File: config.mk
export PLATFORM = sky130hd
export DESIGN_NAME = uart_rx_os16
export DESIGN_NICKNAME = d
export VERILOG_FILES = /design/src/rtl/uart_rx_os16_pkg.sv /design/src/rtl/uart_baud_tick.sv /design/src/rtl/uart_rx_os16.sv
export SDC_FILE = /design/constraint.sdc
export NUM_CORES = 1
export LEC_CHECK = 0
export ABC_CLOCK_PERIOD_IN_PS = 1500
export CAP_MARGIN = 20
export CORE_UTILIZATION = 40
export DETAILED_ROUTE_END_ITERATION = 12
export PLACE_DENSITY_LB_ADDON = 0.15
export SYNTH_ARGS = -nofsm -noshare
export SYNTH_HDL_FRONTEND = slang
export SYNTH_SLANG_ARGS = --single-unit
export TNS_END_PERCENT = 50
File: constraint.sdc
create_clock -name clk_50m -period 1.5 [get_ports clk_50m]
set_input_delay 0.3 -clock clk_50m [delete_from_list [all_inputs] [get_ports clk_50m]]
set_output_delay 0.3 -clock clk_50m [all_outputs]
set_load 0.03 [all_outputs]
File: src/rtl/uart_rx_os16_pkg.sv
// Shared types and constants for the 16x oversampling UART receiver.
package uart_rx_os16_pkg;

    // Receiver frame states.
    typedef enum logic [2:0] {
        IDLE,
        START,
        DATA,
        STOP,
        WAIT_HIGH
    } rx_state_t;

    localparam int OS_RATE   = 16;
    localparam int SAMP_W    = $clog2(OS_RATE);
    localparam int DATA_BITS = 8;
    localparam int BIT_IDX_W = $clog2(DATA_BITS);

    localparam logic [SAMP_W-1:0] SAMP_LO   = SAMP_W'(7);
    localparam logic [SAMP_W-1:0] SAMP_MID  = SAMP_W'(8);
    localparam logic [SAMP_W-1:0] SAMP_HI   = SAMP_W'(9);
    localparam logic [SAMP_W-1:0] SAMP_LAST = SAMP_W'(15);

    localparam logic [BIT_IDX_W-1:0] LAST_BIT = BIT_IDX_W'(DATA_BITS - 1);

    // Two-out-of-three vote over the mid-bit samples.
    function automatic logic majority3(input logic a, input logic b, input logic c);
        return (a & b) | (a & c) | (b & c);
    endfunction

endpackage

File: src/rtl/uart_baud_tick.sv
// Free-running divider producing a one-clock tick every DIV clocks.
module uart_baud_tick #(
    parameter int DIV = 27
) (
    input  logic clk_50m,
    input  logic rst,
    output logic tick
);

    localparam int CNT_W = (DIV > 1) ? $clog2(DIV) : 1;
    localparam logic [CNT_W-1:0] CNT_LAST = CNT_W'(DIV - 1);

    logic [CNT_W-1:0] cnt;

    // Count 0..DIV-1 and wrap; the tick marks the last count of each period.
    always_ff @(posedge clk_50m) begin
        if (rst) begin
            cnt <= '0;
        end else if (cnt == CNT_LAST) begin
            cnt <= '0;
        end else begin
            cnt <= cnt + CNT_W'(1);
        end
    end

    assign tick = (cnt == CNT_LAST);

endmodule

File: src/rtl/uart_rx_os16.sv
// 16x oversampling 8N1 UART receiver with majority voting, false-start
// rejection, framing/overrun flags and break recovery.
module uart_rx_os16
    import uart_rx_os16_pkg::*;
#(
    parameter int CLK_FREQ = 50000000,
    parameter int BAUD     = 115200
) (
    input  logic       clk_50m,
    input  logic       rst,
    input  logic       rx,
    input  logic       ready_clr,
    output logic [7:0] data_out,
    output logic       ready,
    output logic       frame_err,
    output logic       overrun,
    output logic       busy
);

    localparam int TICK_DIV = CLK_FREQ / (BAUD * OS_RATE);

    generate
        if (TICK_DIV < 2) begin : g_bad_div
            $error("uart_rx_os16: CLK_FREQ/(BAUD*16) must be at least 2");
        end
    endgenerate

    logic                 tick;
    logic                 rx_meta;
    logic                 rx_s;
    rx_state_t            state;
    logic [SAMP_W-1:0]    samp;
    logic [BIT_IDX_W-1:0] bit_idx;
    logic                 s_lo;
    logic                 s_mid;
    logic [7:0]           shift;
    logic                 maj;

    uart_baud_tick #(
        .DIV(TICK_DIV)
    ) u_tick (
        .clk_50m(clk_50m),
        .rst    (rst),
        .tick   (tick)
    );

    // Bring the asynchronous line into the clock domain; idle-high after reset.
    always_ff @(posedge clk_50m) begin
        if (rst) begin
            rx_meta <= 1'b1;
            rx_s    <= 1'b1;
        end else begin
            rx_meta <= rx;
            rx_s    <= rx_meta;
        end
    end

    // The third vote is the live sample taken at SAMP_HI itself.
    assign maj = majority3(s_lo, s_mid, rx_s);

    // Frame FSM, shift register and hand-off flags; ready_clr acts every clock,
    // everything else only on ticks, and a completion overrides ready_clr.
    always_ff @(posedge clk_50m) begin
        if (rst) begin
            state     <= IDLE;
            samp      <= '0;
            bit_idx   <= '0;
            s_lo      <= 1'b1;
            s_mid     <= 1'b1;
            shift     <= '0;
            data_out  <= '0;
            ready     <= 1'b0;
            frame_err <= 1'b0;
            overrun   <= 1'b0;
        end else begin
            if (ready_clr) begin
                ready   <= 1'b0;
                overrun <= 1'b0;
            end

            if (tick) begin
                if (state == START || state == DATA || state == STOP) begin
                    samp <= samp + SAMP_W'(1);
                    if (samp == SAMP_LO) begin
                        s_lo <= rx_s;
                    end
                    if (samp == SAMP_MID) begin
                        s_mid <= rx_s;
                    end
                end

                case (state)
                    IDLE: begin
                        if (!rx_s) begin
                            state <= START;
                            samp  <= SAMP_W'(1);
                        end
                    end

                    START: begin
                        if (samp == SAMP_HI && maj) begin
                            state <= IDLE;
                            samp  <= '0;
                        end else if (samp == SAMP_LAST) begin
                            state   <= DATA;
                            bit_idx <= '0;
                        end
                    end

                    DATA: begin
                        if (samp == SAMP_HI) begin
                            shift[bit_idx] <= maj;
                        end
                        if (samp == SAMP_LAST) begin
                            if (bit_idx == LAST_BIT) begin
                                state <= STOP;
                            end else begin
                                bit_idx <= bit_idx + BIT_IDX_W'(1);
                            end
                        end
                    end

                    STOP: begin
                        if (samp == SAMP_HI) begin
                            data_out  <= shift;
                            ready     <= 1'b1;
                            frame_err <= ~maj;
                            if (ready && !ready_clr) begin
                                overrun <= 1'b1;
                            end
                            samp  <= '0;
                            state <= maj ? IDLE : WAIT_HIGH;
                        end
                    end

                    WAIT_HIGH: begin
                        if (rx_s) begin
                            state <= IDLE;
                        end
                    end

                    default: begin
                        state <= IDLE;
                        samp  <= '0;
                    end
                endcase
            end
        end
    end

    assign busy = (state != IDLE);

endmodule

### After elaboration in Yosys (flattened, before gate mapping)

Index checks and enable logic that the tools add are counted.

| storage, ports and cells | value |
|---|---|
| latch bits | 0 |
| memories kept | 0 |
| bits of input ports | 4 |
| flip-flop bits (word level) | 38 |
| logic and storage cells | 91 |
| ROM bits | 0 |
| memory bits (writable) | 0 |
| output and inout port bits | 12 |

| cells by class | value |
|---|---|
| divide/modulo/power cells | 0 |
| eq/ne operators | 19 |
| mux-type cells | 31 |
| bitwise logic cells | 6 |
| add/subtract/negate cells | 3 |
| shifts and indexed selects | 0 |
| magnitude comparators | 2 |
| multiply operators | 0 |
| reduce and logical (&&, ||, !) cells | 17 |

Operator list:

| kind | number |
|---|---|
| $mux W3 | 12 |
| $mux W4 | 4 |
| $pmux W4 S4 | 1 |
| $pmux W3 S5 | 1 |
| $eq A4 B4 Y1 const B | 3 |
| $reduce_and A3 Y1 | 4 |
| $mux W1 | 10 |
| $bwmux W8 | 1 |
| $ne A2 B1 Y1 const B | 4 |
| $ne A2 B2 Y1 const B | 4 |
| $reduce_and A7 Y1 | 1 |
| $eq A3 B2 Y1 const B | 2 |
| $eq A3 B3 Y1 const B | 2 |
| $pmux W3 S2 | 1 |
| $reduce_and A6 Y1 | 1 |
| $add A5 B1 Y5 const B | 1 |
| $eq A5 B5 Y1 const B | 1 |
| $add A4 B1 Y4 const B | 1 |
| $eq A4 B3 Y1 const B | 1 |
| $lt A3 B4 Y1 const B | 1 |
| $reduce_or A2 Y1 | 2 |
| $add A3 B1 Y3 const B | 1 |
| $and A1 B1 Y1 | 3 |
| $demux W1 S3 | 1 |
| other kinds (11) | 15 |

### Depth between registers and ports, before layout

Gate-level depths: netlist of run 1.

| depth | value |
|---|---|
| word-level depth | 6 |
| mapped depth | 8 |
| mapped depth without buffers | 6 |

### Modules after synthesis

From an unflattened synthesis of run 1, not the netlist that was laid out.

| second synthesis, totals | value |
|---|---|
| cell total of the unflattened synthesis | 203 |
| area total of the unflattened synthesis | 1929.4 um^2 |

By module, submodules not included:

| module | area each (um^2) | sequential area each (um^2) | times used | cells each |
|---|---|---|---|---|
| uart_rx_os16 | 1670.4 | 660.6 | 1 | 181 |
| uart_baud_tick | 259.0 | 100.1 | 1 | 22 |

### Least setup slack after synthesis of run 1

No wires, ideal clock.

| timing | value |
|---|---|
| kind | register -> register |
| from | register u_tick.cnt[0] |
| to | register overrun |
| setup time | 0.130 ns |
| cell stages (with the launch flop) | 9 |
| arrival time | 1.502 ns |
| buffers on the path | 2 |
| path slack | -0.132 ns |
| data required time | 1.370 ns |
| clock period less this slack | 1.632 ns |
| cells stage by stage | dfxtp_1 -> inv_1 -> ha_1 -> and4b_1 -> buf_4 -> and4_4 -> buf_12 -> a21oi_1 -> nor3_2 |

| between the ends | value |
|---|---|
| word-level cells in the longest chain between the ends | 2 |

Ends and longest elaborated chain:

| item | RTL line | RTL |
|---|---|---|
| from (decl) | uart_baud_tick.sv:13 | `logic [CNT_W-1:0] cnt;` |
| from (signal assigned) | uart_baud_tick.sv:22 | `cnt <= cnt + CNT_W'(1);` |
| $eq A5 B5 Y1 | uart_baud_tick.sv:26 | `assign tick = (cnt == CNT_LAST);` |
| $mux W1 | uart_rx_os16.sv:81 | `if (tick) begin` |
| to (signal assigned) | uart_rx_os16.sv:74 | `overrun <= 1'b0;` |
| to (signal assigned) | uart_rx_os16.sv:78 | `overrun <= 1'b0;` |
| to (signal assigned) | uart_rx_os16.sv:129 | `overrun <= 1'b1;` |
| to (decl) | uart_rx_os16.sv:16 | `output logic overrun,` |

Every way passes these cells.
A chain may end at the register's enable or synchronous reset.

### Final worst setup path of run 1

| timing | value |
|---|---|
| from | register state[2] |
| to | output port busy |

| between the ends | value |
|---|---|
| word-level cells in the longest chain between the ends | 1 |

Ends and longest elaborated chain:

| item | RTL line | RTL |
|---|---|---|
| from (decl) | uart_rx_os16.sv:31 | `rx_state_t state;` |
| from (signal assigned) | uart_rx_os16.sv:132 | `state <= maj ? IDLE : WAIT_HIGH;` |
| $reduce_bool A3 Y1 | uart_rx_os16.sv:151 | `assign busy = (state != IDLE);` |
| to (decl) | uart_rx_os16.sv:17 | `output logic busy` |

Every way passes these cells.

==> reports/qor_table.md, run 1 <==
| Parameter | This run | Unit |
|:---|:---|:---|
| Relative slew margins | 71.5 | % |
| Slew Limit Fails | 0 | - |
| Detailed Route Iter0 Violations | 91 | - |
| Number of enable flip-flop cells after synthesis | 0 | - |
| Clk pin slew, worst setup/hold paths | 0.08 | ns |
| Part of the power in registers | 55.4 | % |
| Number of buffers and inverters on the critical path | 2 | - |
| Mean area per synthesized cell | 9.43 | um^2 |
| Crit path launch | state[2] | - |
| DP Cell Count | 291 | - |
| Number of optimization iterations in the first detailed-route pass | 10 | - |
| Power per cell area | 697 | mW/mm^2 |
| Worst reg2reg path startpoint | bit_idx[1] | - |
| Met2 wire length | 2340 | um |
| Setup slack of the critical path after layout | -0.112 | ns |
| Grt total ovfl | 0 | - |
| Sequential area share after synthesis | 40.3 | % |
| Core Footprint | 0.00444 | mm^2 |
| Psw | 417 | uW |
| Setup violations, final | 25 | - |
| Top sig layer | met4 | - |
| Antenna violation net count after detailed routing | 0 | - |
| Post-layout net count | 269 | - |
| Clock tree from TritonCTS | yes | - |
| Clock root buffer master | clkbuf_8 | - |
| Post-detailed-placement cell area | 0.00231 | mm^2 |
| Arrival time worst endpoint | 1.31 | ns |
| Syn Std Cell Area | 0.00189 | mm^2 |
| Crit start category | register | - |
| Worst hold-check path type | reg2reg | - |
| Detail Route met3 WL | 134 | um |
| Count of different cell masters after synthesis | 47 | - |
| Post-route cell area | 0.00265 | mm^2 |
| Number of buffers added on ports | 15 | - |
| Fillers | 376 | - |
| Total nets after synthesis | 211 | - |
| Number of diodes | 0 | - |
| Final critical-path share of the clock period | 107 | % |
| Die height | 70.7 | um |
| Io pins | 16 | - |
| Starting density of the core | 42.4 | % |
| Result of the run | finished with violations | - |
| Multi-input gate area | 0.00116 | mm^2 |
| Leak pwr | 0.00106 | uW |
| Number of cells produced by synthesis | 200 | - |
| Critical path class | reg2out | - |
| Critical path depth in cells | 3 | - |
| Clk sink count | 38 | - |
| Pin count of the biggest net entering global routing | 20 | - |
| Max H-tree Level | 2 | - |
| Clk pwr share | 40.0 | % |
| # hold bufs at CTS | 0 | - |
| Hold Violations, Final | 0 | - |
| Internal Pwr Total | 1430 | uW |
| Critical path data required time | 1.20 | ns |
| Clock Latency Late Sink | 0.29 | ns |
| Global-route wire length before repair | 7740 | um |
| Setup TNS Final | -1.21 | ns |
| Dominant delay contributor by cell family on the critical path | flip-flops | - |
| Final weighted congestion in routability-driven placement | 0.825 | - |
| Comb power frac | 4.6 | % |
| Tmin final | 1.61 | ns |
| Worst R2R Setup Slack | -0.10 | ns |
| Ratio of cells with drive above 1 in the final layout | 38.2 | % |
| Total vias in the final route | 1,676 | - |
| Critical Path Fanout Max | 8 | - |
| Slowest cell on the critical path | dfxtp_4 | - |
| Switching power share of the total | 22.6 | % |
| Number of antenna violations at the first check in global routing | 0 | - |
| Clock buffers created by TritonCTS | 5 | - |
| Setup repair after global routing missed its margin | yes | - |
| Maxcap violations | 0 | - |
| Routed WL per cell | 14.9 | um |
| Maximum cell stage delay along the critical path | 0.37 | ns |
| Critical path destination | busy | - |
| Post-Layout Cell Count | 311 | - |
| Worst Reg-to-Reg Cells | 6 | - |
| Maximum VDD drop | 0.349 | mV |
| Async set-or-reset flop fraction in the synthesized netlist | 0 | % |
| Count of warnings emitted by yosys | 0 | - |
| Reg2reg end | bit_idx[0] | - |
| Drt via density | 5.39 | - |
| Detailed Place HPWL | 3010 | um |
| Die X | 70.7 | um |
| Routed length on met1 | 2110 | um |
| Critical path capture point type | output pin | - |
| Final clock skew | 0.00511 | ns |
| Fmax | 620 | MHz |
| Std cell rows | 24 | - |
| Total routing usage reported by global routing | 19.7 | % |
| DRC viols | 4 | - |
| Clk buf depth | 2 | - |
| Transition at the pin with the smallest max-transition slack | 0.426 | ns |
| Chain of cells forming the critical path | buf_12, or3_4, buf_6 | - |
| Area enclosed by the die boundary | 0.00499 | mm^2 |
| Seq. cell area | 774 | um^2 |
| Most used DFF post-synth | dfxtp_1 | - |
| Syn-to-layout area delta | 40.3 | % |
| Failing checks | design-rule violations, negative setup slack | - |
| Worst slack after detailed placement | -0.130 | ns |
| Detailed-route wire length | 4640 | um |
| Via count of the first global-routing pass | 1,639 | - |
| Seq cells post-synth | 38 | - |
[routing by layer]
metal | track usage (%) | vias to the layer above
met3 | 3.56 | 6
met5 | 0 | -
li1 | - | 842
met1 | 23.9 | 800
met2 | 34.5 | 28
met4 | 8.44 | 0
[synth_stat cells, drive strengths merged, types with 2 or more instances]
| library cell | instances | area share [%] |
|---|---|---|
| nand3b | 4 | 1.6 |
| mux2i | 12 | 6.4 |
| o21ai | 11 | 2.9 |
| a2111oi | 2 | 0.93 |
| nor2 | 14 | 2.8 |
| nor2b | 5 | 1.7 |
| a31oi | 2 | 0.66 |
| dfxtp | 38 | 40 |
| a21oi | 12 | 3.2 |
| nor3 | 13 | 3.7 |
| nor4 | 5 | 3.9 |
| ha | 7 | 4.6 |
| a211oi | 3 | 1.2 |
| nand2 | 6 | 1.2 |
| nand3 | 9 | 2.4 |
| buf | 5 | 2.6 |
| nand2b | 4 | 1.3 |
| nor4b | 2 | 1.6 |
| nand4 | 5 | 1.7 |
| inv | 7 | 1.4 |
| or2 | 2 | 0.66 |
| xnor2 | 3 | 1.4 |
| nor3b | 2 | 0.80 |
| a22o | 2 | 0.93 |
| and3 | 2 | 0.66 |
| clkbuf | 8 | 1.6 |
[cell usage in the layout, fill, tap and decap left out, types with 5 or more instances in the layout]
master,synthesis,layout
nor2b_1,5,5
buf_6,1,6
nand3_1,9,9
buf_4,1,42
mux2i_1,12,11
clkbuf_8,0,6
dfxtp_1,38,31
o21ai_0,11,8
dfxtp_2,0,5
nor3_1,12,11
inv_1,7,5
nor2_1,14,13
nand4_1,5,5
a21oi_1,12,11
dlygate4sd2_1,0,11
nand2_1,6,6
[worst reg2reg max path, cell delays in order, from the launching register on]
cell	delay (ns)
dfxtp_2	0.34
ha_4	0.16
ha_4	0.15
or2b_1	0.25
mux2i_2	0.16
a31oi_2	0.15
mux2_4	0.28
[cell families after synthesis]
kind of cell	share of synthesized area, %
simple gates	28.1
flops	40.3
buf+inv	5.57
xor+xnor	1.86
fa+ha+maj	5.24
compound gates	11.9
mux	6.97
[state kept, by name, indices dropped and copies added (netlist names)]
signal	cells
bit_idx	3
data_out	8
frame_err	1
overrun	1
ready	1
rx_meta	1
rx_s	1
s_lo	1
s_mid	1
samp	4
shift	8
state	3
u_tick.cnt	5
[power groups by stage]
stage                     clock, uW  sequential, uW  combinational (uW)
after floorplan                   0            1050                40.4
after global placement            0            1050                74.7
after detailed placement          0            1050                76.0
after CTS                       759            1020                80.0
after global routing            796            1020                92.6
final                           737            1020                84.9
[per-stage QoR]
step	power [uW]	hold slack, ns	utilization [%]
2_1_floorplan	1090	0.371	-
3_3_place_gp	1120	0.408	52.0
3_5_place_dp	1120	0.404	52.0
4_1_cts	1860	0.422	57.1
5_1_grt	1910	0.438	59.5
6_report	1840	0.419	59.5
[cell type report]
| type | instances | area share, % |
|---|---|---|
| clock inverters | 2 | 0.473 |
| clock buffers | 6 | 3.12 |
| well taps | 52 | 2.46 |
| multi-input cells | 143 | 43.7 |
| flip-flops and latches | 38 | 29.3 |
| inverters | 7 | 0.993 |
| repair buffers | 63 | 20.0 |
[how the worst min path moves through the flow]
stage,from,endpoint,slack (ns),depth (start not counted)
2_1_floorplan,ready_clr,overrun,0.37,1
6_report,rx_meta,rx_s,0.42,1
3_5_place_dp,rx_meta,rx_s,0.40,1
4_1_cts,rx_meta,rx_s,0.42,1
5_1_grt,rx_meta,rx_s,0.44,1
3_3_place_gp,rx_meta,rx_s,0.41,1
[repair_timing]
action | CTS | global route
cloned | 1 | 0
pin swaps | 14 | 10
setup endpoints to repair | 38 | 32
gates resized for setup | 34 | 21
setup buffers | 6 | 5
Power figures use the tool's default switching activity.
==> run 2: changes to the inputs <==
Settings changed: CTS_CLUSTER_DIAMETER from default to 150, MAX_ROUTING_LAYER from default to met4.
==> reports/qor_table.md, run 2 (synthesized netlist as in run 1, its figures left out) <==
| Parameter | This run | Unit | Delta |
|:---|:---|:---|:---|
| Leak pwr | 0.00102 | uW | was 0.00106 uW |
| Setup violations, final | 22 | - | was 25 |
| Clock buffers created by TritonCTS | 5 | - | unchanged |
| Critical path class | reg2out | - | unchanged |
| Core Footprint | 0.00444 | mm^2 | unchanged |
| Power per cell area | 713 | mW/mm^2 | was 697 mW/mm^2 |
| Starting density of the core | 42.4 | % | unchanged |
| Number of diodes | 0 | - | unchanged |
| Final core utilization | 57.5 | % | was 59.5% |
| Crit start category | register | - | unchanged |
| Hold Violations, Final | 0 | - | unchanged |
| Global-route wire length before repair | 7210 | um | was 7740 um |
| Arrival time worst endpoint | 1.29 | ns | was 1.31 ns |
| Commonest non-fill, non-tap cells in the layout | 40 x buf_4, 33 x dfxtp_1, 13 x nor2_1 | - | was 42 x buf_4, 31 x dfxtp_1, 13 x nor2_1 |
| Via count of the first global-routing pass | 1,583 | - | was 1,639 |
| Critical Path Fanout Max | 7 | - | was 8 |
| Failing checks | design-rule violations, negative setup slack | - | unchanged |
| Die X | 70.7 | um | unchanged |
| Die height | 70.7 | um | unchanged |
| Setup repair after global routing missed its margin | yes | - | unchanged |
| Syn-to-layout area delta | 35.4 | % | was 40.3% |
| Clock root buffer master | clkbuf_8 | - | unchanged |
| Routed WL per cell | 13.9 | um | was 14.9 um |
| Grt total ovfl | 0 | - | unchanged |
| Result of the run | finished with violations | - | unchanged |
| Most common library cell in the layout ignoring fill and taps | buf_4 | - | unchanged |
| Tmin final | 1.59 | ns | was 1.61 ns |
| Worst Reg-to-Reg Cells | 7 | - | was 6 |
| Io pins | 16 | - | unchanged |
| Start point of the worst hold path | rx_meta | - | unchanged |
| Number of antenna violations at the first check in global routing | 0 | - | unchanged |
| Final clock skew | 0.00517 | ns | was 0.00511 ns |
| Critical path data required time | 1.20 | ns | about the same |
| Post-layout net count | 265 | - | was 269 |
| Clock Latency Late Sink | 0.29 | ns | about the same |
| Total routing usage reported by global routing | 18.5 | % | was 19.7% |
| Clk buf depth | 2 | - | unchanged |
| DRC viols | 4 | - | unchanged |
| Worst reg2reg path startpoint | u_tick.cnt[0] | - | was bit_idx[1] |
| Drt via density | 5.36 | - | was 5.39 |
| Clk sink count | 38 | - | unchanged |
| Fillers | 390 | - | was 376 |
| Worst R2R Setup Slack | -0.09 | ns | was -0.10 ns |
| Registers with the most flip-flops | data_out x8, shift x8, u_tick.cnt x5 | - | unchanged |
| Pin count of the biggest net entering global routing | 20 | - | unchanged |
| Hold-critical path endpoint | rx_s | - | unchanged |
| Total vias in the final route | 1,644 | - | was 1,676 |
| Ratio of cells with drive above 1 in the final layout | 32.5 | % | was 38.2% |
| Slew Limit Fails | 0 | - | unchanged |
| Number of optimization iterations in the first detailed-route pass | 10 | - | unchanged |
| Number of buffers added on ports | 15 | - | unchanged |
| Clk pin slew, worst setup/hold paths | 0.08 | ns | about the same |
| Clock tree from TritonCTS | yes | - | unchanged |
| Final weighted congestion in routability-driven placement | 0.849 | - | was 0.825 |
| Worst hold-check path type | reg2reg | - | unchanged |
| Worst slack after detailed placement | -0.104 | ns | was -0.130 ns |
| Maxcap violations | 0 | - | unchanged |
| Critical path capture point type | output pin | - | unchanged |
| Final critical-path share of the clock period | 106 | % | was 107% |
| Fmax | 628 | MHz | was 620 MHz |
| # hold bufs at CTS | 0 | - | unchanged |
| Setup slack of the critical path after layout | -0.0927 | ns | was -0.112 ns |
| Number of cells on the worst hold path | 1 | - | unchanged |
| Detailed Place HPWL | 2960 | um | was 3010 um |
| Setup TNS Final | -0.557 | ns | was -1.21 ns |
| Area enclosed by the die boundary | 0.00499 | mm^2 | unchanged |
| Transition at the pin with the smallest max-transition slack | 0.408 | ns | was 0.426 ns |
| Detailed Route Iter0 Violations | 97 | - | was 91 |
| Std cell rows | 24 | - | unchanged |
| Relative slew margins | 72.7 | % | was 71.5% |
| Antenna violation net count after detailed routing | 0 | - | unchanged |
| Detailed-route wire length | 4270 | um | was 4640 um |
| Maximum VDD drop | 0.509 | mV | was 0.349 mV |
| Max H-tree Level | 2 | - | unchanged |
| Reg2reg end | state[0] | - | was bit_idx[0] |
run 2: cell types whose count changed in the layout (fill, tap and decap cells not counted), moves of 2 or more:
cell	change
buf_4	-2
dfxtp_1	+2
dfxtp_2	-2
ha_1	+2
run 2: metal layers:
metal	vias up	track usage, %	wire length, um
li1	836	-	-
met1	775	23.5	2000
met2	26	30.5	2080
met3	7	3.42	120
met4	0	4.67	71
met5	-	-	0
run 2: worst max-delay path by stage:
stage                        from           to  slack, ns  depth (start not counted)
finish                   state[2]         busy      -0.09                          3
global route              samp[0]   bit_idx[1]      -0.16                          6
CTS                      state[2]         busy      -0.10                          3
detailed placement     bit_idx[0]   bit_idx[0]      -0.10                          6
global placement              rst   bit_idx[0]      -0.07                          4
floorplan           u_tick.cnt[0]  data_out[0]      -0.04                          8
run 2: worst max-delay path, stage by stage (launching register included):
cell	delay, ns
dfxtp_4	0.37
buf_8	0.13
or3_4	0.36
buf_6	0.14
run 2: report_power, final:
group          internal (uW)  total, uW  switching [uW]
Combinational           38.7       77.1            38.4
Clock                    371        723             352
Sequential              1010       1020            6.66
run 2: timing repair:
| action | CTS | global route |
|---|---|---|
| pin swaps | 9 | 5 |
| setup endpoints to repair | 35 | 32 |
| resized for setup | 24 | 17 |
| cloned | 0 | 0 |
| buffers inserted | 4 | 5 |
run 2: cell type report:
type                       instances  area (um^2)  area share, %
sequential                        38          772           30.2
clock buffer                       7         86.3           3.38
timing repair buffer              60          498           19.5
clock inverter                     1         5.00          0.196
inverter                           7         26.3           1.03
multi-input combinational        142         1100           43.1
tap                               52         65.1           2.55
run 2: through the flow:
step / instances / power, uW / instance area [um^2] / hold slack [ns]
after CTS: 302 / 1840 / 2460 / 0.432
after global routing: 307 / 1900 / 2550 / 0.457
after global placement: 290 / 1120 / 2300 / 0.407
after floorplan: 200 / 1090 / 1900 / 0.371
after detailed placement: 290 / 1130 / 2300 / 0.406
final: 307 / 1820 / 2550 / 0.425
==> run 3: changes to the inputs <==
Settings changed: CORE_UTILIZATION 40 to 47.
==> reports/qor_table.md, run 3 (synthesized netlist as in run 1, its figures left out) <==
| Parameter | This run | Unit | Delta |
|:---|:---|:---|:---|
| Post-layout net count | 265 | - | unchanged |
| Io pins | 16 | - | unchanged |
| Failing checks | negative setup slack | - | was design-rule violations, negative setup slack |
| Area enclosed by the die boundary | 0.00427 | mm^2 | was 0.00499 mm^2 |
| Total vias in the final route | 1,727 | - | was 1,644 |
| Slew Limit Fails | 0 | - | unchanged |
| Most common library cell in the layout ignoring fill and taps | buf_4 | - | unchanged |
| Antenna violation net count after detailed routing | 0 | - | unchanged |
| Grt total ovfl | 0 | - | unchanged |
| Setup slack of the critical path after layout | -0.142 | ns | was -0.0927 ns |
| Detailed Place HPWL | 3250 | um | was 2960 um |
| Final critical-path share of the clock period | 109 | % | was 106% |
| Global-route wire length before repair | 8170 | um | was 7210 um |
| Setup violations, final | 24 | - | was 22 |
| Clock tree from TritonCTS | yes | - | unchanged |
| Leak pwr | 0.00104 | uW | was 0.00102 uW |
| Die X | 65.3 | um | was 70.7 um |
| Clk pin slew, worst setup/hold paths | 0.08 | ns | about the same |
| Via count of the first global-routing pass | 1,750 | - | was 1,583 |
| DP Cell Count | 284 | - | was 290 |
| Crit start category | register | - | unchanged |
| Hold Violations, Final | 0 | - | unchanged |
| Maximum VDD drop | 0.422 | mV | was 0.509 mV |
| Ratio of cells with drive above 1 in the final layout | 40.8 | % | was 32.5% |
| Relative slew margins | 65.5 | % | was 72.7% |
| Critical path class | reg2reg | - | was reg2out |
| Tmin final | 1.64 | ns | was 1.59 ns |
| Post-Layout Cell Count | 303 | - | was 307 |
| Post-route cell area | 0.00272 | mm^2 | was 0.00255 mm^2 |
| Number of diodes | 0 | - | unchanged |
| Pwr Total | 1860 | uW | was 1820 uW |
| Pin count of the biggest net entering global routing | 18 | - | was 20 |
| Clock Latency Late Sink | 0.30 | ns | was 0.29 ns |
| Clk sink count | 38 | - | unchanged |
| Number of antenna violations at the first check in global routing | 0 | - | unchanged |
| Critical path data required time | 1.68 | ns | was 1.20 ns |
| Final weighted congestion in routability-driven placement | 0.787 | - | was 0.849 |
| Number of optimization iterations in the first detailed-route pass | 4 | - | was 10 |
| Detailed-route wire length | 5260 | um | was 4270 um |
| Total routing usage reported by global routing | 26.5 | % | was 18.5% |
| Critical Path Fanout Max | 4 | - | was 7 |
| Std cell rows | 22 | - | was 24 |
| Drt via density | 5.70 | - | was 5.36 |
| Number of buffers added on ports | 15 | - | unchanged |
| Core Footprint | 0.00374 | mm^2 | was 0.00444 mm^2 |
| Maxcap violations | 0 | - | unchanged |
| Registers with the most flip-flops | data_out x8, shift x8, u_tick.cnt x5 | - | unchanged |
| Commonest non-fill, non-tap cells in the layout | 34 x buf_4, 29 x dfxtp_1, 12 x mux2i_1, 12 x nor2_1, 11 x dlygate4sd2_1 | - | was 40 x buf_4, 33 x dfxtp_1, 13 x nor2_1 |
| Result of the run | finished with violations | - | unchanged |
| Post-detailed-placement cell area | 0.00228 | mm^2 | was 0.00230 mm^2 |
| Worst hold-check path type | reg2reg | - | unchanged |
| Arrival time worst endpoint | 1.83 | ns | was 1.29 ns |
| Setup repair after global routing missed its margin | yes | - | unchanged |
| Final clock skew | 0.00546 | ns | was 0.00517 ns |
| Fmax | 609 | MHz | was 628 MHz |
| Critical path capture point type | register | - | was output pin |
| Die height | 65.3 | um | was 70.7 um |
| Max H-tree Level | 2 | - | unchanged |
| Starting density of the core | 50.4 | % | was 42.4% |
| Clock root buffer master | clkbuf_8 | - | unchanged |
| Routed WL per cell | 17.4 | um | was 13.9 um |
| Transition at the pin with the smallest max-transition slack | 0.517 | ns | was 0.408 ns |
| Clk buf depth | 2 | - | unchanged |
| Power per cell area | 682 | mW/mm^2 | was 713 mW/mm^2 |
| Syn-to-layout area delta | 44.4 | % | was 35.4% |
| Clock buffers created by TritonCTS | 5 | - | unchanged |
| DRC viols | 0 | - | was 4 |
| Detailed Route Iter0 Violations | 140 | - | was 97 |
-- run 3: power by group --
| part | switching [uW] | internal (uW) |
|---|---|---|
| clock | 383 | 370 |
| sequential | 7.87 | 1010 |
| combinational | 41.0 | 40.0 |
| total | 432 | 1420 |
-- run 3: path summary, 6_finish.rpt --
path / to / cells after the start / startpoint / slack (ns)
worst max-delay path: shift[0] / 7 / samp[1] / -0.14
worst max register to register: shift[0] / 7 / samp[1] / -0.14
worst min register to register: rx_s / 1 / rx_meta / 0.43
worst min-delay path: rx_s / 1 / rx_meta / 0.43
-- run 3: cell type report --
cell class              instances  area, um^2
multi-input cells             143        1250
repair buffers                 59         514
well taps                      48        60.1
clock inverters                 2        12.5
clock buffers                   6        82.6
flip-flops and latches         38         777
inverters                       7        26.3
fillers                       279        1020
-- run 3: per-stage QoR --
step | util (%) | setup TNS, ns | setup slack [ns] | hold WS, ns
floorplan | - | -0.305 | -0.0362 | 0.371
global placement | 61.0 | -0.595 | -0.0618 | 0.397
detailed placement | 61.0 | -1.68 | -0.183 | 0.413
CTS | 69.5 | -0.830 | -0.0891 | 0.428
global route | 72.7 | -2.64 | -0.193 | 0.453
finish | 72.7 | -1.27 | -0.142 | 0.430
-- run 3: metal layers --
layer | up-vias | part of all wire, % | track usage (%)
li1 | 835 | - | -
met1 | 824 | 43 | 30.2
met2 | 53 | 50 | 43.9
met3 | 15 | 3.9 | 6.60
met4 | 0 | 3.4 | 11.1
met5 | - | 0 | -
-- run 3: what timing repair did --
item | 4_1_cts | 5_1_grt
resized for setup | 55 | 21
buffers inserted | 9 | 1
cloned | 0 | 1
setup endpoints to repair | 41 | 32
hold buffers | 0 | 0
pin swaps | 11 | 13
-- run 3: worst max-delay path: stages, from the launching register on --
cell and delay, ns:
dfxtp_2 0.33, inv_2 0.08, ha_4 0.14, and3b_2 0.27, buf_6 0.14, nand4_1 0.20, o31ai_1 0.26, a21oi_1 0.09
